`src/rtl/dmem_access_ctrl_pkg.sv`:
```
// dmem_access_ctrl_pkg: shared type codes, state and error encodings for the data-memory controller
package dmem_access_ctrl_pkg;
  localparam logic [2:0] LD_WORD = 3'd0, LD_HALF = 3'd1, LD_HALFU = 3'd2, LD_BYTE = 3'd3, LD_BYTEU = 3'd4;
  localparam logic [2:0] ST_WORD = 3'd0, ST_HALF = 3'd1, ST_BYTE = 3'd3;
  localparam logic [1:0] S_IDLE = 2'd0, S_BUSY = 2'd1, S_RESP = 2'd2, S_ERR = 2'd3;
  localparam logic ERR_MISALIGN = 1'b0, ERR_BUS = 1'b1;
  typedef logic [1:0] size_t;
  localparam size_t SZ_BYTE = 2'd0, SZ_HALF = 2'd1, SZ_WORD = 2'd2;
  // Store codes share the load codes' size positions, so one decode serves both.
  function automatic size_t size_of(input logic [2:0] t);
    return (t == LD_HALF || t == LD_HALFU) ? SZ_HALF : (t == LD_BYTE || t == LD_BYTEU) ? SZ_BYTE : SZ_WORD;
  endfunction
  function automatic logic misaligned(input logic [2:0] t, input logic [1:0] a);
    return size_of(t) == SZ_HALF ? a[0] : size_of(t) == SZ_WORD ? |a : 1'b0;
  endfunction
endpackage

```
`src/rtl/dmem_access_ctrl_load_lane_extract.sv`:
```
// load_lane_extract: selects the addressed lane of a read word and sign/zero-extends it
module load_lane_extract
  import dmem_access_ctrl_pkg::*;
(
  input  logic [2:0]  type_i,
  input  logic [1:0]  addr_i,
  input  logic [31:0] rdata_i,
  output logic [31:0] data_o
);
  logic [15:0] lane_h;
  logic [7:0]  lane_b;
  // Lane select then extension; unknown codes pass the whole word
  always_comb begin
    lane_h = addr_i[1] ? rdata_i[31:16] : rdata_i[15:0];
    lane_b = rdata_i[{addr_i, 3'b000} +: 8];
    data_o = type_i == LD_HALF  ? {{16{lane_h[15]}}, lane_h} :
             type_i == LD_HALFU ? {16'h0, lane_h} :
             type_i == LD_BYTE  ? {{24{lane_b[7]}}, lane_b} :
             type_i == LD_BYTEU ? {24'h0, lane_b} : rdata_i;
  end
endmodule

```
`src/rtl/dmem_access_ctrl.sv`:
```
// dmem_access_ctrl: sequences one CPU load/store onto a wait-stated word memory with error reporting
module dmem_access_ctrl
  import dmem_access_ctrl_pkg::*;
#(
  parameter int unsigned TIMEOUT = 255
) (
  input  logic        clk,
  input  logic        rst,
  input  logic        req_valid,
  input  logic        req_we,
  input  logic [2:0]  req_type,
  input  logic [31:0] req_addr,
  input  logic [31:0] req_wdata,
  output logic        stall,
  output logic        done,
  output logic [31:0] rdata,
  output logic        misalign,
  output logic        bus_err,
  output logic        mem_req,
  output logic        mem_we,
  output logic [31:0] mem_addr,
  output logic [3:0]  mem_be,
  output logic [31:0] mem_wdata,
  input  logic        mem_ack,
  input  logic [31:0] mem_rdata
);
  logic [1:0]  state_q, state_d;
  logic [7:0]  timer_q, timer_d;
  logic [31:0] rdata_q, rdata_d, addr_q, wdata_q, ext;
  logic [2:0]  type_q;
  logic        we_q, err_q, err_d, idle, busy, bad, take;
  size_t       sz;
  logic [3:0]  st_be;
  logic [31:0] st_data;
  assign idle = state_q == S_IDLE;
  assign busy = state_q == S_BUSY;
  assign bad  = misaligned(req_type, req_addr[1:0]);
  assign take = idle & req_valid & ~bad;
  load_lane_extract u_extract (
    .type_i (type_q),
    .addr_i (addr_q[1:0]),
    .rdata_i(mem_rdata),
    .data_o (ext)
  );
  // Next state; an ack in the expiring cycle wins over the timeout
  always_comb begin
    state_d = state_q;
    timer_d = timer_q;
    rdata_d = rdata_q;
    err_d   = err_q;
    if (idle && req_valid) begin
      state_d = bad ? S_ERR : S_BUSY;
      err_d   = bad ? ERR_MISALIGN : err_q;
      timer_d = 8'd0;
    end else if (busy && mem_ack) begin
      state_d = S_RESP;
      rdata_d = we_q ? rdata_q : ext;
    end else if (busy) begin
      timer_d = timer_q + 8'd1;
      state_d = ({1'b0, timer_q} + 9'd1 == 9'(TIMEOUT)) ? S_ERR : S_BUSY;
      err_d   = ERR_BUS;
    end else if (!idle) begin
      state_d = S_IDLE;
    end
  end
  // State registers and request capture on acceptance
  always_ff @(posedge clk) begin
    if (rst) begin
      state_q <= S_IDLE;
      timer_q <= '0;
      rdata_q <= '0;
      err_q   <= ERR_MISALIGN;
      we_q    <= 1'b0;
      type_q  <= '0;
      addr_q  <= '0;
      wdata_q <= '0;
    end else begin
      state_q <= state_d;
      timer_q <= timer_d;
      rdata_q <= rdata_d;
      err_q   <= err_d;
      if (take) begin
        we_q    <= req_we;
        type_q  <= req_type;
        addr_q  <= req_addr;
        wdata_q <= req_wdata;
      end
    end
  end
  // Store byte enables and lane replication from the latched request
  always_comb begin
    sz      = size_of(type_q);
    st_be   = sz == SZ_WORD ? 4'hF : sz == SZ_HALF ? (addr_q[1] ? 4'hC : 4'h3) : 4'b0001 << addr_q[1:0];
    st_data = sz == SZ_WORD ? wdata_q : sz == SZ_HALF ? {2{wdata_q[15:0]}} : {4{wdata_q[7:0]}};
  end
  assign mem_req   = busy;
  assign mem_we    = busy & we_q;
  assign mem_addr  = busy ? {addr_q[31:2], 2'b00} : '0;
  assign mem_be    = busy ? (we_q ? st_be : 4'hF) : '0;
  assign mem_wdata = (busy & we_q) ? st_data : '0;
  assign stall     = (idle & req_valid) | busy;
  assign done      = state_q == S_RESP;
  assign misalign  = (state_q == S_ERR) & (err_q == ERR_MISALIGN);
  assign bus_err   = (state_q == S_ERR) & (err_q == ERR_BUS);
  assign rdata     = rdata_q;
endmodule

```
`config.mk`:
```
export PLATFORM = sky130hd
export DESIGN_NAME = dmem_access_ctrl
export DESIGN_NICKNAME = d
export VERILOG_FILES = /design/src/rtl/dmem_access_ctrl_pkg.sv /design/src/rtl/dmem_access_ctrl_load_lane_extract.sv /design/src/rtl/dmem_access_ctrl.sv
export SDC_FILE = /design/constraint.sdc
export NUM_CORES = 1
export LEC_CHECK = 0
export BUFFER_PORTS_ARGS = -buffer_cell sky130_fd_sc_hd__buf_2
export CORE_ASPECT_RATIO = 1.2
export CORE_UTILIZATION = 45
export CTS_BUF_LIST = sky130_fd_sc_hd__clkbuf_4
export DETAILED_ROUTE_END_ITERATION = 8
export GPL_TIMING_DRIVEN = 0
export PLACE_DENSITY_LB_ADDON = 0.15
export SLEW_MARGIN = 0
export SYNTH_ARGS = -nofsm -noshare
export SYNTH_HDL_FRONTEND = slang
export SYNTH_HIERARCHICAL = 1
export SYNTH_SLANG_ARGS = --single-unit
```
`constraint.sdc`:
```
create_clock -name clk -period 2.2 [get_ports clk]
set_clock_uncertainty 0.05 [all_clocks]
set_input_delay 0.11 -clock clk [delete_from_list [all_inputs] [get_ports clk]]
set_output_delay 0.11 -clock clk [all_outputs]
set_load 0.05 [all_outputs]
```
==> flow_summary.toml, run 1 <==
[outcome]
outcome = "finished with violations"
violations = "setup timing"

[synth]
synth_most_common_cell = "nand2b_1"
synth_cells = 808
yosys_warnings = 6
ys_ff_latch = 111
synth-main-ff-cell = "dfxtp_1"
synth_cell_types = 61
synth_top_area_cell = "dfxtp_1"
synth_edf_count = 0
syn-cell-area_sq_mm = 0.00663
synth_common_cells = "nand2b_1 (137), dfxtp_1 (111), nand2_1 (102)"
synthTopCellsByArea = "dfxtp_1 (34%), mux2i_1 (15%), nand2b_1 (13%), nand2_1 (5.8%), a21oi_1 (3.8%)"
yosysSeqAreaShare = 0.335
yosysTopAreaCellShare = 0.335
async_reset_ff_frac = 0
syn_area_per_cell_sq_um = 8.21

[routing]
drtIter0Drc = 382
routed_via_density = 5.27
vias = 7002
firstDrtPassIters = 5
ant_nets = 0
drc = 0
routed_wl_mm = 22.4
wire_per_inst_microns = 16.8

[min_path]
hold_path_class = "input port to register"

[global_route]
grt.total_usage = 0.284
grt_antenna_before_repair = 1
grt_pass1_vias = 6688
grt_pass1_wl_mm = 33.7
grt_start_max_net_pins = 20
overflow = 0

[die]
start_util = 0.460
dieArea_sq_mm = 0.0152
coreArea_sq_mm = 0.0144
die_width_microns = 113
rows = 48
io_pins = 210
die_h_microns = 135

[clock_tree]
h-tree-depth = 3
max-clock-path-buffers = 2
cts_buffers = 9
insertion_delay_ns = 0.52
cts_tree = "yes"
clk_pin_slew_ns = 0.18
clockRootBuffer = "clkbuf_4"
cts_sinks = 111

[timing]
finalSetupViolCount = 26
fin_crit_ns = 2.39
finalHoldViolCount = 0
worst_pin_slew_ns = 0.587
slew_headroom = 0.609
fmax_mhz = 419
finalMaxSlewViolations = 0
tns_ns = -2.49
whs_ns = 0.0896
grt_setup_unrepaired = "true"
setup_slack_ns = -0.189
post-route-period-util = 1.09

[critical_path]
cp_max_fo = 6
arrival_ns = 2.23
start_kind = "register"
critPathRequiredTime_ns = 2.04
crit_type = "register to output pin"
end_kind = "output pin"

[layout]
final_cells = 1328
regArea_sq_mm = 0.00224
drive_gt1_frac = 0.297
nFillCells = 1149
fin_nets = 1253
multiInputGateArea_sq_mm = 0.00425
area_growth_pct = 51.3

[pwr]
power_leakage_nw = 4.23
peakVddDrop_uv = 312
p_per_area_mw_per_mm2 = 483
p_total_mw = 4.85

[placed_design]
gp_congestion = 0.871
portBuffers = 206
hpwl_mm = 14.2
place_inst = 1190

[flow_run]
max_cap_viol_count = 0
-- power by group --
group / switching, mW / total, mW / internal [mW] / leakage [nW]
logic: 0.877 / 1.63 / 0.754 / 3.26
registers: 0.0862 / 2.21 / 2.12 / 0.908
clock network: 0.763 / 1.01 / 0.247 / 0.0667
total: 1.73 / 4.85 / 3.12 / 4.23
-- registers in the layout, summed over array words and instances, names as in the netlist --
| name | flops |
|---|---|
| type_q | 3 |
| addr_q | 32 |
| timer_q | 8 |
| err_q | 1 |
| rdata | 32 |
| we_q | 1 |
| state_q | 2 |
| wdata_q | 32 |
-- layout make-up --
cell class | count | share of cell area
flip-flops and latches | 111 | 0.224
repair buffers | 329 | 0.268
plain buffers | 62 | 0.0425
clock buffers | 9 | 0.00673
well taps | 175 | 0.0218
clock inverters | 7 | 0.00536
multi-input cells | 613 | 0.423
diodes | 1 | 0.000249
inverters | 21 | 0.00823
-- path summary, 6_finish.rpt --
check,from,to,cells after the start,slack (ns)
worst max-delay path,type_q[2],mem_wdata[27],6,-0.19
worst max register to register,type_q[1],rdata[7],8,0.14
worst min register to register,rdata[21],rdata[21],2,0.41
worst min-delay path,mem_rdata[7],rdata[7],5,0.09
-- per-layer routing --
metal	up-vias	track usage	part of all wire
li1	3398	-	-
met4	0	0.116	0.028
met2	253	0.503	0.51
met1	3310	0.335	0.41
met3	41	0.0530	0.058
met5	-	0	0
-- cell families after synthesis --
group / count (synthesis) / synth area share
flops: 111 / 0.335
simple gates: 379 / 0.306
fa+ha+maj: 9 / 0.0143
compound gates: 110 / 0.109
mux: 102 / 0.156
buf+inv: 85 / 0.0653
xor+xnor: 11 / 0.0145
other cells: 1 / 0.000565
-- cell usage in the layout (no fill, tap or decap), types with 3 or more instances in the layout --
master	instances
a21boi_0	7
clkbuf_1	21
nor2_1	38
maj3_1	7
inv_6	3
a21oi_1	51
o221ai_1	6
mux2i_1	99
a311oi_1	3
dlygate4sd3_1	101
buf_2	158
xnor2_1	3
nand3b_1	3
clkbuf_4	9
o21ai_0	5
nand3_1	18
o41ai_1	7
a31oi_4	4
nor2b_1	3
buf_12	5
dfxtp_4	5
nand2_1	101
nand2b_1	136
and2_1	29
inv_1	20
dfxtp_1	104
a211oi_4	4
nor3_1	8
nor2_4	3
a211oi_2	4
and3_4	5
and3_1	7
xor2_1	6
buf_4	26
buf_6	73
and2_4	4
buf_8	4
-- what timing repair did --
item / CTS / global route
cloned: 3 / 0
endpoints found under the hold margin: 102 / 0
setup buffers: 14 / 5
endpoints found under the setup margin: 72 / 91
hold buffers: 101 / 0
pin swaps: 6 / 10
resized for setup: 150 / 87
-- stage by stage --
step | worst slack (ns) | utilization | cell area [sq um]
after global placement | -0.110 | 0.547 | 7890
after floorplan | -0.333 | - | 6640
after global routing | -0.227 | 0.696 | 10000
after detailed placement | -0.136 | 0.547 | 7890
after CTS | -0.193 | 0.675 | 9720
final | -0.189 | 0.696 | 10000
-- worst max-delay path, stage by stage (launching register included) --
cell      delay [ns]
dfxtp_4         0.39
or3_4           0.38
and2_4          0.16
buf_12          0.15
buf_12          0.14
a211oi_4        0.29
buf_6           0.20
Power figures use the tool's default switching activity.
==> run 2: changes to the inputs <==
==> constraint.sdc (replaced) <==
create_clock -name clk -period 3.1 [get_ports clk]
set_clock_uncertainty 0.05 [all_clocks]
set_input_delay 0.155 -clock clk [delete_from_list [all_inputs] [get_ports clk]]
set_output_delay 0.155 -clock clk [all_outputs]
set_load 0.05 [all_outputs]
==> run 2 against run 1 <==
Against the previous run:
- sequential power fell by 29%
- routed wire length fell by 9.2%
- the flow now finishes without violations
- final area fell by 11%
- critical path depth rose by 1
- cell count fell by 2.4%
- global-route usage fell by 1.6 points
- clock power fell by 30%
- combinational power fell by 42%
- via count fell by 4.4%
- largest cell class unchanged
==> flow_summary.toml, run 2 (synthesized netlist as in run 1, its figures left out) <==
[pwr]
p_per_area_mw_per_mm2 = 362
peakVddDrop_uv = 222
power_leakage_nw = 3.93

[die]
dieArea_sq_mm = 0.0152
io_pins = 210
start_util = 0.460
die_h_microns = 135
die_width_microns = 113
coreArea_sq_mm = 0.0144
rows = 48

[timing]
fin_crit_ns = 2.88
post-route-period-util = 0.929
worst_pin_slew_ns = 0.844
fmax_mhz = 347
slew_headroom = 0.433
finalMaxSlewViolations = 0
finalSetupViolCount = 0
grt_setup_unrepaired = "false"
finalHoldViolCount = 0
tns_ns = 0

[clock_tree]
cts_sinks = 111
clk_pin_slew_ns = 0.18
cts_buffers = 9
insertion_delay_ns = 0.51
h-tree-depth = 3
clockRootBuffer = "clkbuf_4"
cts_tree = "yes"
max-clock-path-buffers = 2
postCtsSetupBuffers = 0

[layout]
finalInstanceArea_sq_mm = 0.00890
layout_commonest_cell = "buf_2"
fin_nets = 1221
drive_gt1_frac = 0.243
post-route-util = 0.618
final_cell_mix = "buf_2 (225), nand2b_1 (137), dfxtp_1 (111), nand2_1 (102), mux2i_1 (101)"
regArea_sq_mm = 0.00222
area_growth_pct = 34.2
multiInputGateArea_sq_mm = 0.00398
nFillCells = 1346

[min_path]
hold_path_class = "input port to register"

[placed_design]
placed_cell_area_sq_mm = 0.00789
hpwl_mm = 14.2
portBuffers = 206
gp_congestion = 0.871

[critical_path]
cp_max_fo = 10
critPathRequiredTime_ns = 2.89
arrival_ns = 2.68
start_kind = "register"
crit_type = "register to output pin"
end_kind = "output pin"

[routing]
ant_nets = 0
drtIter0Drc = 354
drc = 0
vias = 6697
wire_per_inst_microns = 15.7
routed_wl_mm = 20.3
routed_via_density = 5.17
firstDrtPassIters = 5

[global_route]
overflow = 0
grt_start_max_net_pins = 20
grt_pass1_vias = 6388
grt_pass1_wl_mm = 31.8
grt_antenna_before_repair = 1
grt.total_usage = 0.267

[flow_run]
max_cap_viol_count = 0

[outcome]
outcome = "finished clean"
[run 2: changes by cell type in the layout (fill, tap and decap cells not counted), sizes merged]
cell         change
buf             -26
clkbuf           +6
clkinvlp         -1
dlygate4sd3     -12
inv              +1
[run 2: path summary, 6_finish.rpt]
path,from,end,slack (ns),depth (start not counted)
setup / recovery,state_q[1],mem_wdata[29],0.22,7
hold / removal,mem_rdata[5],rdata[5],0.05,5
setup reg to reg,type_q[2],rdata[0],0.82,6
hold reg to reg,rdata[21],rdata[21],0.41,2
[run 2: stage by stage]
stage	cells	worst slack, ns	total power, mW	hold slack [ns]
floorplan	809	0.522	2.19	0.246
global placement	1190	0.745	2.44	0.367
detailed placement	1190	0.719	2.44	0.372
CTS	1295	0.109	3.24	0.00962
global route	1296	0.137	3.38	0.0228
finish	1296	0.219	3.22	0.0494
[run 2: layer usage]
layer,vias up,wire length [microns],track usage
met5,-,0,0
met4,0,461,0.109
met3,27,1200,0.0507
met2,232,10100,0.469
met1,3107,8510,0.320
li1,3331,-,-
[run 2: critical path: stages (launching register included)]
cell      delay, ns
dfxtp_1        0.42
nand2b_1       0.17
buf_2          0.18
inv_1          0.25
nand2_1        0.21
buf_2          0.26
a211oi_1       0.33
buf_2          0.34
[run 2: layout make-up]
cell class                 count  area share
multi-input combinational    613       0.447
sequential                   111       0.250
timing repair buffer         295       0.216
buffer                        64      0.0399
tap                          175      0.0246
inverter                      21     0.00885
clock buffer                   9     0.00759
clock inverter                 7     0.00604
antenna                        1    0.000281
[run 2: report_power, final]
group	switching (mW)	leakage [nW]	total, mW	internal (mW)
clock network	0.535	0.0667	0.710	0.175
registers	0.0574	0.904	1.56	1.51
logic	0.543	2.96	0.949	0.406
[run 2: timing repair]
| action | 4_1_cts | 5_1_grt |
|---|---|---|
| hold buffers | 89 | 0 |
| setup endpoints to repair | 0 | 10 |
| endpoints found under the hold margin | 90 | 0 |
| resized for setup | 0 | 2 |
==> run 3: changes to the inputs <==
--- a/config.mk
+++ b/config.mk
@@ -7,6 +7,7 @@
 export LEC_CHECK = 0
 export BUFFER_PORTS_ARGS = -buffer_cell sky130_fd_sc_hd__buf_2
 export CORE_ASPECT_RATIO = 1.2
+export CORE_MARGIN = 4
 export CORE_UTILIZATION = 45
 export CTS_BUF_LIST = sky130_fd_sc_hd__clkbuf_4
 export DETAILED_ROUTE_END_ITERATION = 8
==> constraint.sdc (replaced) <==
create_clock -name clk -period 3 [get_ports clk]
set_clock_uncertainty 0.05 [all_clocks]
set_input_delay 0.15 -clock clk [delete_from_list [all_inputs] [get_ports clk]]
set_output_delay 0.15 -clock clk [all_outputs]
set_load 0.05 [all_outputs]
==> run 3 against run 2 <==
Against the previous run:
- final area increased by 0.14%
- routed wire length increased by 0.81%
- hold slack got worse by 0.020 ns
- non-clock buffer count decreased by 3
- sequential cell count unchanged
- register-to-register slack got worse by 0.06 ns
- critical path depth increased by 1
- global-route usage decreased by 2.7 points
- clock power increased by 20%
- die area increased by 10%
- critical endpoint unchanged
- highest routed layer unchanged
==> flow_summary.toml, run 3 (synthesized netlist as in run 1, its figures left out) <==
[outcome]
outcome = "finished clean"

[routing]
drc = 0
wire_per_inst_microns = 15.8
firstDrtPassIters = 5
routed_via_density = 5.12
ant_nets = 0
routed_wl_mm = 20.5
vias = 6635
drtIter0Drc = 372

[placed_design]
place_inst = 1190
portBuffers = 206
hpwl_mm = 14.8
gp_congestion = 0.858

[global_route]
grt_pass1_wl_mm = 32.7
grt_pass1_vias = 6523
grt_start_max_net_pins = 21
grt.total_usage = 0.240
grt_antenna_before_repair = 1
overflow = 0

[pwr]
power_leakage_nw = 3.94
p_per_area_mw_per_mm2 = 386
peakVddDrop_uv = 256
p_total_mw = 3.44

[critical_path]
reg2reg_to = "rdata[0]"
critPathRequiredTime_ns = 2.80
worst-path-buf-inv = 5
arrival_ns = 2.61
start_kind = "register"
rr_worst_depth = 6
slowest_stage = "dfxtp_1"
slowest_delay_ns = 0.34
end_kind = "output pin"
critPathTopFamily = "buffers and inverters"
regToRegSetupSlack_ns = 0.76
worstPathCellList = "buf_2 -> nand2b_1 -> buf_2 -> inv_1 -> nand2_1 -> buf_2 -> a211oi_1 -> buf_2"
timing.rr.start = "type_q[2]"
crit_top_cell = "buf_2"
crit_type = "register to output pin"
cp_max_fo = 10

[timing]
fin_crit_ns = 2.81
slew_headroom = 0.459
fmax_mhz = 356
post-route-period-util = 0.936
finalMaxSlewViolations = 0
grt_setup_unrepaired = "false"
tns_ns = 0
whs_ns = 0.0297
worst_pin_slew_ns = 0.806
finalHoldViolCount = 0
finalSetupViolCount = 0

[min_path]
hold_path_class = "input port to register"
min_from = "mem_rdata[13]"
hold_depth = 6
min_delay_worst_endpoint = "rdata[13]"

[die]
dieArea_sq_mm = 0.0168
io_pins = 210
die_h_microns = 141
rows = 48
coreArea_sq_mm = 0.0144
die_width_microns = 119
start_util = 0.460

[layout]
fin_nets = 1218
drive_gt1_frac = 0.244
final_cells = 1295
final_cell_mix = "buf_2 (225), nand2b_1 (137), dfxtp_1 (111), nand2_1 (102), mux2i_1 (101)"
area_growth_pct = 34.4
layout_commonest_cell = "buf_2"
nFillCells = 1305

[clock_tree]
clockRootBuffer = "clkbuf_4"
clk_pin_slew_ns = 0.20
cts_buffers = 9
max-clock-path-buffers = 2
cts_tree = "yes"
h-tree-depth = 3
insertion_delay_ns = 0.51
cts_sinks = 111

[flow_run]
max_cap_viol_count = 0
## run 3: cell types whose count changed in the layout (fill, tap and decap cells not counted), moves of 2 or more
cell	change
dlygate4sd3_1	-3
clkinv_4	+2
diode_2	+2
inv_6	-2
## run 3: worst register-to-register path: stages (launching register included)
cell	delay, ns
dfxtp_1	0.54
buf_2	0.30
buf_1	0.45
o22ai_1	0.31
o221ai_1	0.30
nand2_1	0.08
a21oi_1	0.12
## run 3: repair_timing
| item | in CTS | in global routing |
|---|---|---|
| endpoints found under the setup margin | 0 | 10 |
| setup buffers | 0 | 0 |
| hold buffers | 86 | 0 |
| hold endpoints to repair | 87 | 0 |
| resized for setup | 0 | 2 |
## run 3: how the worst max path moves through the flow
stage               start  cells after the start            end
5_1_grt        state_q[0]                      8   mem_addr[16]
2_1_floorplan   type_q[2]                      5  mem_wdata[24]
6_report       state_q[0]                      8  mem_wdata[29]
3_3_place_gp   state_q[0]                      8   mem_addr[16]
3_5_place_dp   state_q[0]                      8   mem_addr[16]
4_1_cts        state_q[0]                      8   mem_addr[16]
## run 3: layer usage
layer,GRT usage,part of all wire,routed length (microns)
met1,0.297,0.43,8720
met2,0.413,0.49,9970
met3,0.0437,0.059,1210
met5,0,0,0
met4,0.0940,0.028,569
## run 3: power breakdown
| group | internal (mW) | switching (mW) | total (mW) | leakage [nW] |
|---|---|---|---|---|
| sequential | 1.56 | 0.0572 | 1.61 | 0.904 |
| combinational | 0.417 | 0.559 | 0.975 | 2.95 |
| clock | 0.273 | 0.580 | 0.853 | 0.0814 |
| total | 2.25 | 1.20 | 3.44 | 3.94 |
## run 3: metrics by stage
stage          worst slack (ns)   util  cell area (sq um)
2_1_floorplan             0.427      -               6640
3_3_place_gp              0.633  0.547               7890
3_5_place_dp              0.623  0.547               7890
4_1_cts                  0.0423  0.618               8910
5_1_grt                  0.0213  0.618               8910
6_report                  0.192  0.618               8910
## run 3: cell type report
type,instances,area [sq um],share of cell area
clock inverter,7,91.3,0.0102
inverter,21,78.8,0.00884
timing repair buffer,292,1890,0.212
antenna,3,7.51,0.000842
buffer,64,355,0.0399
multi-input combinational,613,3980,0.447
tap,175,219,0.0246
clock buffer,9,67.6,0.00758
sequential,111,2220,0.249
